--- src/rtl/alu64_pkg.sv ---
// Shared types and constants for the bit-serial 64-bit ALU.
//   op_t    : operation encoding seen on the op port
//   state_t : handshake FSM states
//   DATA_W  : operand / result width
package alu64_pkg;

  localparam int DATA_W = 64;

  typedef enum logic [1:0] {
    OP_AND = 2'b00,
    OP_OR  = 2'b01,
    OP_ADD = 2'b10,  // a + b + cin
    OP_SUB = 2'b11   // a + ~b + cin (cin = 1 gives a - b)
  } op_t;

  typedef enum logic [1:0] {
    IDLE = 2'b00,
    BUSY = 2'b01,
    DONE = 2'b10
  } state_t;

endpackage

--- src/rtl/alu_slice.sv ---
// Combinational W-bit ALU slice.
//   a, b  : slice operands
//   cin   : carry into the slice LSB
//   op    : operation (alu64_pkg::op_t encoding)
//   s     : slice result
//   cout  : carry out of the slice MSB (0 for AND/OR)
//   c_msb : carry into the slice MSB (0 for AND/OR), for overflow detection
module alu_slice
  import alu64_pkg::*;
#(
  parameter int W = 4
) (
  input  logic [W-1:0] a,
  input  logic [W-1:0] b,
  input  logic         cin,
  input  logic [1:0]   op,
  output logic [W-1:0] s,
  output logic         cout,
  output logic         c_msb
);

  op_t          op_e;
  logic [W-1:0] b_eff;
  logic [W:0]   sum;

  always_comb begin
    // NOTE: every output of a combinational block gets a default before any
    // branch, so no path leaves a variable unassigned and no latch is inferred.
    op_e  = op_t'(op);
    b_eff = (op_e == OP_SUB) ? ~b : b;
    sum   = {1'b0, a} + {1'b0, b_eff} + {{W{1'b0}}, cin};
    s     = sum[W-1:0];
    cout  = 1'b0;
    c_msb = 1'b0;
    unique case (op_e)
      OP_AND: s = a & b;
      OP_OR:  s = a | b;
      default: begin
        cout  = sum[W];
        // The MSB sum bit is a ^ b ^ carry_in, so the carry in falls out by XOR.
        c_msb = sum[W-1] ^ a[W-1] ^ b_eff[W-1];
      end
    endcase
  end

endmodule

--- src/rtl/alu64_seq.sv ---
// Bit-serial 64-bit ALU: AND / OR / ADD / SUB computed SLICE_W bits per cycle.
// An operand beat is captured on in_valid && in_ready, then 64/SLICE_W BUSY
// cycles ripple the carry through one shared alu_slice, low slice first. The
// result is presented with out_valid and held until out_ready.
//
// Parameter SLICE_W : bits per cycle, one of 1, 2, 4, 8, 16.
// Macro ALU64_SEQ_FLAGS_EN : adds the zero and ovf result flags.
//
// Ports:
//   clk, rst_n        : clock, asynchronous active-low reset
//   in_valid/in_ready : operand handshake (ready exactly in IDLE)
//   a, b, cin, op     : operands, carry in, operation
//   out_valid/out_ready : result handshake (valid exactly in DONE)
//   s, cout           : result and final carry (0 for AND/OR)
//   zero, ovf         : result == 0, signed overflow (flags build only)
module alu64_seq
  import alu64_pkg::*;
#(
  parameter int SLICE_W = 4
) (
  input  logic        clk,
  input  logic        rst_n,
  input  logic        in_valid,
  output logic        in_ready,
  input  logic [63:0] a,
  input  logic [63:0] b,
  input  logic        cin,
  input  logic [1:0]  op,
  output logic        out_valid,
  input  logic        out_ready,
  output logic [63:0] s,
  output logic        cout
`ifdef ALU64_SEQ_FLAGS_EN
  ,
  output logic        zero,
  output logic        ovf
`endif
);

  localparam int NUM_SLICES = DATA_W / SLICE_W;
  localparam int CNT_W      = $clog2(NUM_SLICES);
  localparam int IDX_W      = $clog2(DATA_W);
  localparam int SH         = $clog2(SLICE_W);

  // Legal slice widths are exactly the divisors of 64 up to 16.
  generate
    if (SLICE_W < 1 || SLICE_W > 16 || (DATA_W % SLICE_W) != 0) begin : g_bad_slice_w
      $error("alu64_seq: SLICE_W must be one of 1, 2, 4, 8, 16");
    end
  endgenerate

  state_t state_q, state_d;

  logic [DATA_W-1:0] a_q, b_q, s_q, s_d;
  op_t               op_q;
  logic              carry_q;
  logic              cout_q;
  logic [CNT_W-1:0]  k_q;
  logic [IDX_W-1:0]  base;
  logic              accept;
  logic              last_slice;

  logic [SLICE_W-1:0] slice_s;
  logic               slice_cout;
  logic               slice_c_msb;

  assign accept     = in_valid && (state_q == IDLE);
  assign last_slice = (k_q == CNT_W'(NUM_SLICES - 1));
  assign base       = IDX_W'(k_q) << SH;

  alu_slice #(.W(SLICE_W)) u_slice (
    .a     (a_q[base +: SLICE_W]),
    .b     (b_q[base +: SLICE_W]),
    .cin   (carry_q),
    .op    (op_q),
    .s     (slice_s),
    .cout  (slice_cout),
    .c_msb (slice_c_msb)
  );

  // Result register with the current slice merged in.
  always_comb begin
    s_d                    = s_q;
    s_d[base +: SLICE_W]   = slice_s;
  end

  // ---------------------------------------------------------------- FSM
  always_ff @(posedge clk or negedge rst_n) begin
    // NOTE: clocked state uses non-blocking assignment so every flop samples
    // the pre-edge values of the others, independent of statement order.
    if (!rst_n) state_q <= IDLE;
    else        state_q <= state_d;
  end

  always_comb begin
    state_d = state_q;
    unique case (state_q)
      IDLE:    if (in_valid)   state_d = BUSY;
      BUSY:    if (last_slice) state_d = DONE;
      DONE:    if (out_ready)  state_d = IDLE;
      default:                 state_d = IDLE;
    endcase
  end

  assign in_ready  = (state_q == IDLE);
  assign out_valid = (state_q == DONE);

  // ---------------------------------------------------------------- datapath
  always_ff @(posedge clk or negedge rst_n) begin
    // NOTE: the operand registers are plain flops, not a memory array, so they
    // take the async reset like everything else; nothing here is left unreset.
    if (!rst_n) begin
      a_q     <= '0;
      b_q     <= '0;
      op_q    <= OP_AND;
      s_q     <= '0;
      carry_q <= 1'b0;
      cout_q  <= 1'b0;
      k_q     <= '0;
    end else if (accept) begin
      a_q     <= a;
      b_q     <= b;
      op_q    <= op_t'(op);
      carry_q <= cin;
      k_q     <= '0;
    end else if (state_q == BUSY) begin
      s_q     <= s_d;
      carry_q <= slice_cout;
      k_q     <= k_q + CNT_W'(1);
      // The slice already forces its carry to 0 for AND/OR.
      if (last_slice) cout_q <= slice_cout;
    end
  end

  assign s    = s_q;
  assign cout = cout_q;

`ifdef ALU64_SEQ_FLAGS_EN
  logic zero_q, ovf_q;

  always_ff @(posedge clk or negedge rst_n) begin
    if (!rst_n) begin
      zero_q <= 1'b0;
      ovf_q  <= 1'b0;
    end else if (state_q == BUSY && last_slice) begin
      zero_q <= (s_d == '0);
      // Carry into bit 63 vs carry out of bit 63; both are 0 for AND/OR.
      ovf_q  <= slice_cout ^ slice_c_msb;
    end
  end

  assign zero = zero_q;
  assign ovf  = ovf_q;
`else
  // Carry into the MSB only feeds the overflow flag.
  logic unused_c_msb;
  assign unused_c_msb = slice_c_msb;
`endif

endmodule

--- config.mk ---
export PLATFORM = sky130hd
export DESIGN_NAME = alu64_seq
export DESIGN_NICKNAME = d
export VERILOG_FILES = /design/src/rtl/alu64_pkg.sv /design/src/rtl/alu_slice.sv /design/src/rtl/alu64_seq.sv
export SDC_FILE = /design/constraint.sdc
export NUM_CORES = 1
export LEC_CHECK = 0
export CAP_MARGIN = 15
export CORE_MARGIN = 1
export CORE_UTILIZATION = 50
export CTS_BUF_LIST = sky130_fd_sc_hd__clkbuf_4 sky130_fd_sc_hd__clkbuf_8
export DETAILED_ROUTE_END_ITERATION = 7
export PLACE_DENSITY = 0.77
export SKIP_CTS_REPAIR_TIMING = 1
export SLEW_MARGIN = 40
export SYNTH_ARGS = -nofsm -noshare
export SYNTH_HDL_FRONTEND = slang
export SYNTH_SLANG_ARGS = --single-unit
--- constraint.sdc ---
create_clock -name clk -period 4.2 [get_ports clk]
set_clock_uncertainty 0.15 [all_clocks]
set_input_delay 0.42 -clock clk [delete_from_list [all_inputs] [get_ports clk]]
set_output_delay 0.42 -clock clk [all_outputs]
set_load 0.02 [all_outputs]
==> Word-level counts from Yosys, hierarchy flattened <==
Cells that the tools add are included.
{ "word_totals": {"ff_bits": 202, "out_inout_bits": 67, "word_cells": 48} }
{ "classes": {"add_sub_neg": 4, "reduce_logical": 8, "n_eq_ne": 8, "shift": 4, "n_bitwise": 4, "n_mux": 12} }
{ "ops": {"columns": ["operator", "count"], "rows": [
  ["$shiftx 64x7->4", 2],
  ["$bwmux 64", 1],
  ["$shift 4x8->64 const A", 1],
  ["$shiftx 4x8->64", 1],
  ["$mux 4", 3],
  ["$neg 6->8", 1],
  ["$pmux 4 s2", 1],
  ["$mux 2", 3],
  ["$pmux 2 s3", 1],
  ["$reduce_and 3->1", 2],
  ["$add 4x4->5", 1],
  ["$add 5x1->5", 1],
  ["$add 4x1->4 const B", 1],
  ["$and 4x4->4", 1],
  ["$eq 2x1->1 const B", 2],
  ["$eq 2x2->1 const B", 2],
  ["$eq 4x4->1 const B", 1],
  ["$logic_not 2->1", 2],
  ["$ne 2x2->1 const B", 2],
  ["$not 4->4", 1],
  ["$or 4x4->4", 1],
  ["$mux 1", 3],
  ["$ne 2x1->1 const B", 1],
  ["$reduce_and 2->1", 1],
  ["4 further kinds", 4]
]} }

==> Logic depth before layout (Yosys ltp) <==
Gate-level depths: netlist of the first run.
{ "logic_depth": {"word_depth": 8, "ltp_mapped": 15, "ltp_nobuf": 13} }

==> By module <==
Synthesis of the first run repeated with hierarchy kept, for this count alone.
{ "hier_totals": {"cells_unflattened": 909, "hier_area_um2": 9317.7} }
{ "modules_own_cells": {"columns": ["module", "cells_each", "seq_area_each_um2", "area_each_um2", "n_inst"], "rows": [
  ["alu64_seq", 870, 5054.8, 9003.6, 1],
  ["alu_slice", 39, 0.0, 314.1, 1]
]} }

==> Worst setup path after synthesis of the first run <==
No wires, ideal clock.
{ "synth_path": {"path_type": "register to register", "start": "register k_q[0]", "end": "register s_q[50], in the netlist s[50]", "arrival_time_ns": 3.313, "slack_ns": 0.597, "setup_ns": 0.140, "path_stages_with_launch": 14, "cell_sequence": "dfrtp_1 > buf_6 > buf_8 > mux4_1 > nor2b_1 > a211oi_1 > nor2_1 > xor2_1 > fa_1 > fa_1 > xnor2_1 > o221ai_2 > buf_4 > o21ai_1"} }
{ "synth_via": {"elab_chain_len": 8} }
{ "synth_lines": {"columns": ["item", "line_no", "text"], "rows": [
  ["start: declaration", "alu64_seq.sv:58", "logic [CNT_W-1:0] k_q;"],
  ["start signal: assignment", "alu64_seq.sv:129", "k_q <= k_q + CNT_W'(1);"],
  ["$shiftx 64x7->4", "alu64_seq.sv:73", ".b (b_q[base +: SLICE_W]),"],
  ["$not 4->4", "alu_slice.sv:30", "b_eff = (op_e == OP_SUB) ? ~b : b;"],
  ["$mux 4", "alu_slice.sv:30", null],
  ["$add 4x4->5", "alu_slice.sv:31", "sum = {1'b0, a} + {1'b0, b_eff} + {{W{1'b0}}, cin};"],
  ["$add 5x1->5", "alu_slice.sv:31", null],
  ["$pmux 4 s2", "alu_slice.sv:35", "unique case (op_e)"],
  ["$shiftx 4x8->64", "alu64_seq.sv:84", "s_d[base +: SLICE_W] = slice_s;"],
  ["$bwmux 64 *", "alu64_seq.sv:84", null],
  ["end signal: assignment", "alu64_seq.sv:116", "s_q <= '0;"],
  ["end signal: assignment", "alu64_seq.sv:127", "s_q <= s_d;"],
  ["end: declaration", "alu64_seq.sv:54", "logic [DATA_W-1:0] a_q, b_q, s_q, s_d;"]
]} }
Every way passes the cells marked *; elsewhere a longest branch is shown, timed or not.
A chain may end at the register's enable or synchronous reset.

==> Worst setup path after layout of the first run <==
{ "layout_path": {"start": "register k_q[0]", "end": "register s_q[14], in the netlist s[14]"} }
Same word-level chain as after synthesis.

==> results of run 1 <==
layout by cell type, fill, tap and decap left out, types with 3 or more instances in the layout:
cell type / n
a211oi_1: 3
a21oi_1: 7
a22oi_1: 8
and2_1: 7
buf_4: 12
clkbuf_4: 13
clkbuf_8: 43
clkdlybuf4s50_1: 200
dfrtp_1: 200
ha_1: 8
inv_1: 14
mux2_2: 133
mux2i_1: 20
mux4_1: 13
mux4_2: 13
nand2_1: 86
nand2b_1: 3
nand3_1: 9
nor2_1: 12
nor2b_1: 6
o21ai_0: 33
o21ai_1: 19
o21ai_2: 9
o31ai_1: 15
or2_2: 5
or3_1: 7
xnor2_1: 8
xor2_1: 3
worst max-delay path, stage by stage (launching register included):
cell,delay (ns)
dfrtp_2,0.42
buf_4,0.30
mux4_1,0.59
and2_1,0.19
nor3_1,0.17
nor2_1,0.07
xor2_1,0.17
fa_1,0.44
fa_1,0.42
xnor2_1,0.16
o221ai_2,0.28
buf_4,0.26
o21ai_0,0.11
metal layers:
metal	track usage, %	part of all wire (%)	up-vias
met1	31.1	43	3243
li1	-	-	3015
met3	7.17	8.2	30
met5	0	0	-
met4	6.27	1.4	0
met2	37.5	48	225
where the power goes:
part | leakage, nW | total, mW | internal [mW] | switching, mW
logic | 2.30 | 5.34 | 2.48 | 2.86
registers | 2.52 | 3.40 | 2.85 | 0.554
clock network | 0.381 | 1.79 | 1.03 | 0.759
total | 5.20 | 10.5 | 6.36 | 4.17
registers in the layout (all words and copies together) (netlist names):
register,cells
state_q,2
b_q,64
carry_q,1
cout,1
a_q,64
s,64
op_q,2
k_q,4
path summary, 6_finish.rpt:
| path | from | to | slack (ns) | cells after the start |
|---|---|---|---|---|
| max | k_q[0] | s[14] | 0.34 | 12 |
| min | rst_n | s[44] | 0.20 | 2 |
| max reg2reg | k_q[0] | s[14] | 0.34 | 12 |
| min reg2reg | s[37] | s[37] | 0.33 | 2 |
| max in group asynchronous | rst_n | b_q[20] | 2.63 | 4 |
| min in group clk | s[37] | s[37] | 0.33 | 2 |
synthesized netlist by cell type (all sizes together), types with 2 or more instances:
| master | number |
|---|---|
| clkbuf | 20 |
| mux2i | 21 |
| ha | 8 |
| buf | 18 |
| a211oi | 3 |
| a2111oi | 2 |
| dfrtp | 202 |
| or3 | 7 |
| or2 | 5 |
| a22oi | 8 |
| nand2 | 88 |
| mux4 | 26 |
| a21oi | 8 |
| mux2 | 133 |
| nor2 | 12 |
| inv | 14 |
| nand4 | 2 |
| nor3 | 2 |
| o31ai | 16 |
| fa | 2 |
| nor2b | 6 |
| a31oi | 2 |
| and2 | 8 |
| o21ai | 61 |
| nand3 | 9 |
| o221ai | 2 |
| xor2 | 3 |
| xnor2 | 8 |
| nand2b | 3 |
stage by stage:
step	area, um2	hold WS (ns)
2_1_floorplan	9300	-0.0256
3_5_place_dp	11500	0.318
6_report	12300	0.199
3_3_place_gp	11500	0.314
4_1_cts	12200	-0.121
5_1_grt	12300	0.211
layout make-up:
cell class	count	area, um2
clock inverters	3	18.8
repair buffers	217	2180
multi-input cells	457	3990
flip-flops and latches	202	5060
diodes	1	2.50
well taps	229	287
inverters	14	52.6
fillers	1340	5810
clock buffers	56	689
cell families (layout without fill, tap and decap cells):
| family | count (synthesis) | after routing | synth area share [%] |
|---|---|---|---|
| xor+xnor | 11 | 11 | 1.04 |
| fa+ha+maj | 10 | 10 | 1.51 |
| buf+inv | 52 | 290 | 2.85 |
| simple gates | 146 | 146 | 7.24 |
| compound gates | 110 | 110 | 7.74 |
| flops | 202 | 202 | 54.4 |
| other cells | 0 | 1 | 0 |
| mux | 180 | 180 | 25.2 |
==> flow_summary.ini, run 1 <==
[logic_synthesis]
synth_area_leader_cell = dfrtp_1
synth.area.top_cells = dfrtp_1, mux2_2, mux4_1, nand2_1, mux4_2
syn_inst = 711
synthDistinctLibCells = 57
ys_seq_area_share_pct = 54.4
async_reset_ff_share_pct = 100
ys_ff_latch = 202
syn-cell-area_um2 = 9300
synth.avg_cell_area_um2 = 13.1
synth_edf_count = 0
yosysTopAreaCellShare_pct = 54.4
ys.flop_type = dfrtp_1
ys_warn_count = 0
syn-num-nets = 856

[finish]
drive_above_1_share_pct = 25.9
area_growth_pct = 32.1
finalNonFillerCells = 1179
final_nets = 1072
fin_util_pct = 67.9

[grt]
grt_pass1_wl_um = 35400
grt_max_degree = 104
grt.total_usage_pct = 23.4
grt_antenna_before_repair = 1
grt_overflow_total = 0
first_global_vias = 6745

[worst_hold_path]
worstHoldPathType = input port to asynchronous set/reset pin

[timing]
slew-limit-headroom_pct = 48.7
timing.fmax_ghz = 0.259
hold_violations = 0
setup_viol = 0
worst_slack_ns = 0.335
report.final.slew_viol_count = 0
min_period_ns = 3.86
rsz0062_at_grt = no
fin_crit_sh_pct = 92.0
fin_tns_setup_ns = 0
max_slew.worst_pin.slew_ns = 0.769

[power_and_ir_drop]
p_leak_nw = 5.20
total_power_mw = 10.5
powerDensity_nw_per_um2 = 858
ir_worst_vdd_mv = 0.459

[setup_path]
worst-path-max-fanout = 16
startpoint_type = flip-flop
required_ns = 4.43
path_class = flip-flop to flip-flop
crit_arrival_ns = 4.10
end_kind = flip-flop

[drt]
routed_via_density = 5.52
wirelength_um = 21700
drtIter0Drc = 307
avgRoutedWirePerCell_um = 18.4
ant_nets = 0
num_vias = 6513
drc = 58
drt_pre_antenna_iters = 7

[status]
run_status = finished, violations left
violations = DRC

[floorplanning]
initial_core_util_pct = 51.4
ios = 202
die_w_um = 138
die_area_um2 = 19100
die_h_um = 138
design.core.area_um2 = 18100
row_count = 49

[clock_network]
clk_pin_slew_ns = 0.06
clk_path_buf_depth = 3
cts_tree = done
insertion_delay_ns = 0.51
clockRootBuffer = clkbuf_8
cts-buffers-inserted = 35
cts.sinks = 202
htreeDepth = 2

[place]
numPortBuffers = 201
pre_cts_slack_ns = 0.343
gp_congestion = 0.887
dp.cells = 1117
place_hpwl_um = 15400

[job]
cap_violations = 0
(Power assumes the default switching activity.)
==> inputs of run 2 (changes only) <==
CAP_MARGIN = default   (was 15)
CORE_MARGIN = default   (was 1)
==> results of run 2 <==
No change in the layout: final DEF, timing and power equal those of run 1.
==> variant: new RTL, flow settings as in run 2 <==
Set the parameter `SLICE_W` to 8 (it was 4). Comments in the files are not updated.
--- a/src/rtl/alu64_seq.sv
+++ b/src/rtl/alu64_seq.sv
@@ -17,5 +17,5 @@
   import alu64_pkg::*;
 #(
-  parameter int SLICE_W = 4
+  parameter int SLICE_W = 8
 ) (
   input  logic        clk,
Check against the original RTL: not equivalent (Yosys sat finds a counterexample within 4 cycles, from zero or initial values and one cycle with rst_n low).
==> variant against run 2 <==
  * The run still ends with DRC left
  * Sequential power is 3% lower
  * Hold slack better by 0.039 ns
  * Total power up 0.77%
  * Cell area down 0.42%
  * Fmax shrank 2.6%
  * Wire length rose by 8.6%
  * Critical path depth decreased by 2
  * Setup slack worse by 0.10 ns
  * Clock power down 4%
  * Die area down 0.27%
  * Synthesized area decreased by 0.27%
  * Sequential cell count is 1 lower
  * Global-route usage grew 1.8 points
  * Critical endpoint is now s[30]
  * Highest routed layer unchanged
==> variant: results (changes against run 2) <==
Parameter                              Value

Outcome
  Run status ... finished with violations (unchanged)
  Violated checks ... DRC (unchanged)

Cells and area
  Multi-In Gates ... 679 (was 457)
  Share of cells above drive strength 1 ... 0.108 (was 0.259)
  Non-clock inverter instance count of the final layout ... 8 (was 14)
  Number of fill cells ... 1341 (was 1340)
  Number of antenna repair diodes ... 0 (was 1)
  Share of final layout cell area taken by non-clock buffers ... 0.178 (about the same)
  Area taken by multi-input logic gates ... 4030 sq um (was 3990 sq um)

Clocking
  Total CTS buffers ... 30 (was 35)
  Number of H-tree levels ... 1 (was 2)

Pwr
  Worst voltage drop across the vdd grid ... 0.421 mV (was 0.459 mV)
  Static leakage ... 0.00584 uW (was 0.00520 uW)
  Clock group total power ... 1720 uW (was 1790 uW)
  Combinational share of power ... 0.526 (was 0.507)

Critical path
  Delay-heaviest family, CP ... multiplexers (was adder cells)
  Path depth of the worst reg2reg path ... 10 (was 12)
  Slowest Stage Delay on Critical Path ... 0.64 ns (was 0.59 ns)
  Slack of the worst reg-to-reg path ... 0.23 ns (was 0.34 ns)
  Arr. time, crit path ... 4.23 ns (was 4.10 ns)

Detailed routing
  Number of vias per cell after detailed routing ... 5.30 (was 5.52)
  Residual DRC count ... 28 (was 58)

Yosys
  Number of different library cells in the post-synthesis netlist ... 46 (was 57)
  Post-synthesis sequential area ratio ... 0.543 (was 0.544)
  Mapped Cells ... 933 (was 711)

GRT
  Initial antenna violation count ... 0 (was 1)

Min path
  Worst min-delay path category ... in2reg (was in2async)
==> variant: cell types whose count changed after synthesis, moves of 10 or more <==
| cell | change |
|---|---|
| sky130_fd_sc_hd__o31ai_1 | +12 |
| sky130_fd_sc_hd__a22o_1 | +12 |
| sky130_fd_sc_hd__mux2i_1 | -10 |
| sky130_fd_sc_hd__clkbuf_1 | +15 |
| sky130_fd_sc_hd__o21ai_1 | -16 |
| sky130_fd_sc_hd__mux2_2 | -120 |
| sky130_fd_sc_hd__nand2_1 | +373 |
==> variant: per-layer routing <==
metal	share of wire	wire length, microns
met1	0.45	10500
met2	0.46	10800
met3	0.066	1560
met4	0.029	674
met5	0	0
==> variant: logic make-up (layout without fill, tap and decap cells) <==
family,count (synthesis),in the layout,share of synthesized area
AO/OA/AOI/OAI,86,86,0.0629
XOR/XNOR,10,10,0.00945
adder cells (fa/ha/maj),22,22,0.0302
buffers and inverters,53,280,0.0251
flip-flops,201,201,0.543
multiplexers,59,59,0.118
AND/OR/NAND/NOR,502,502,0.212
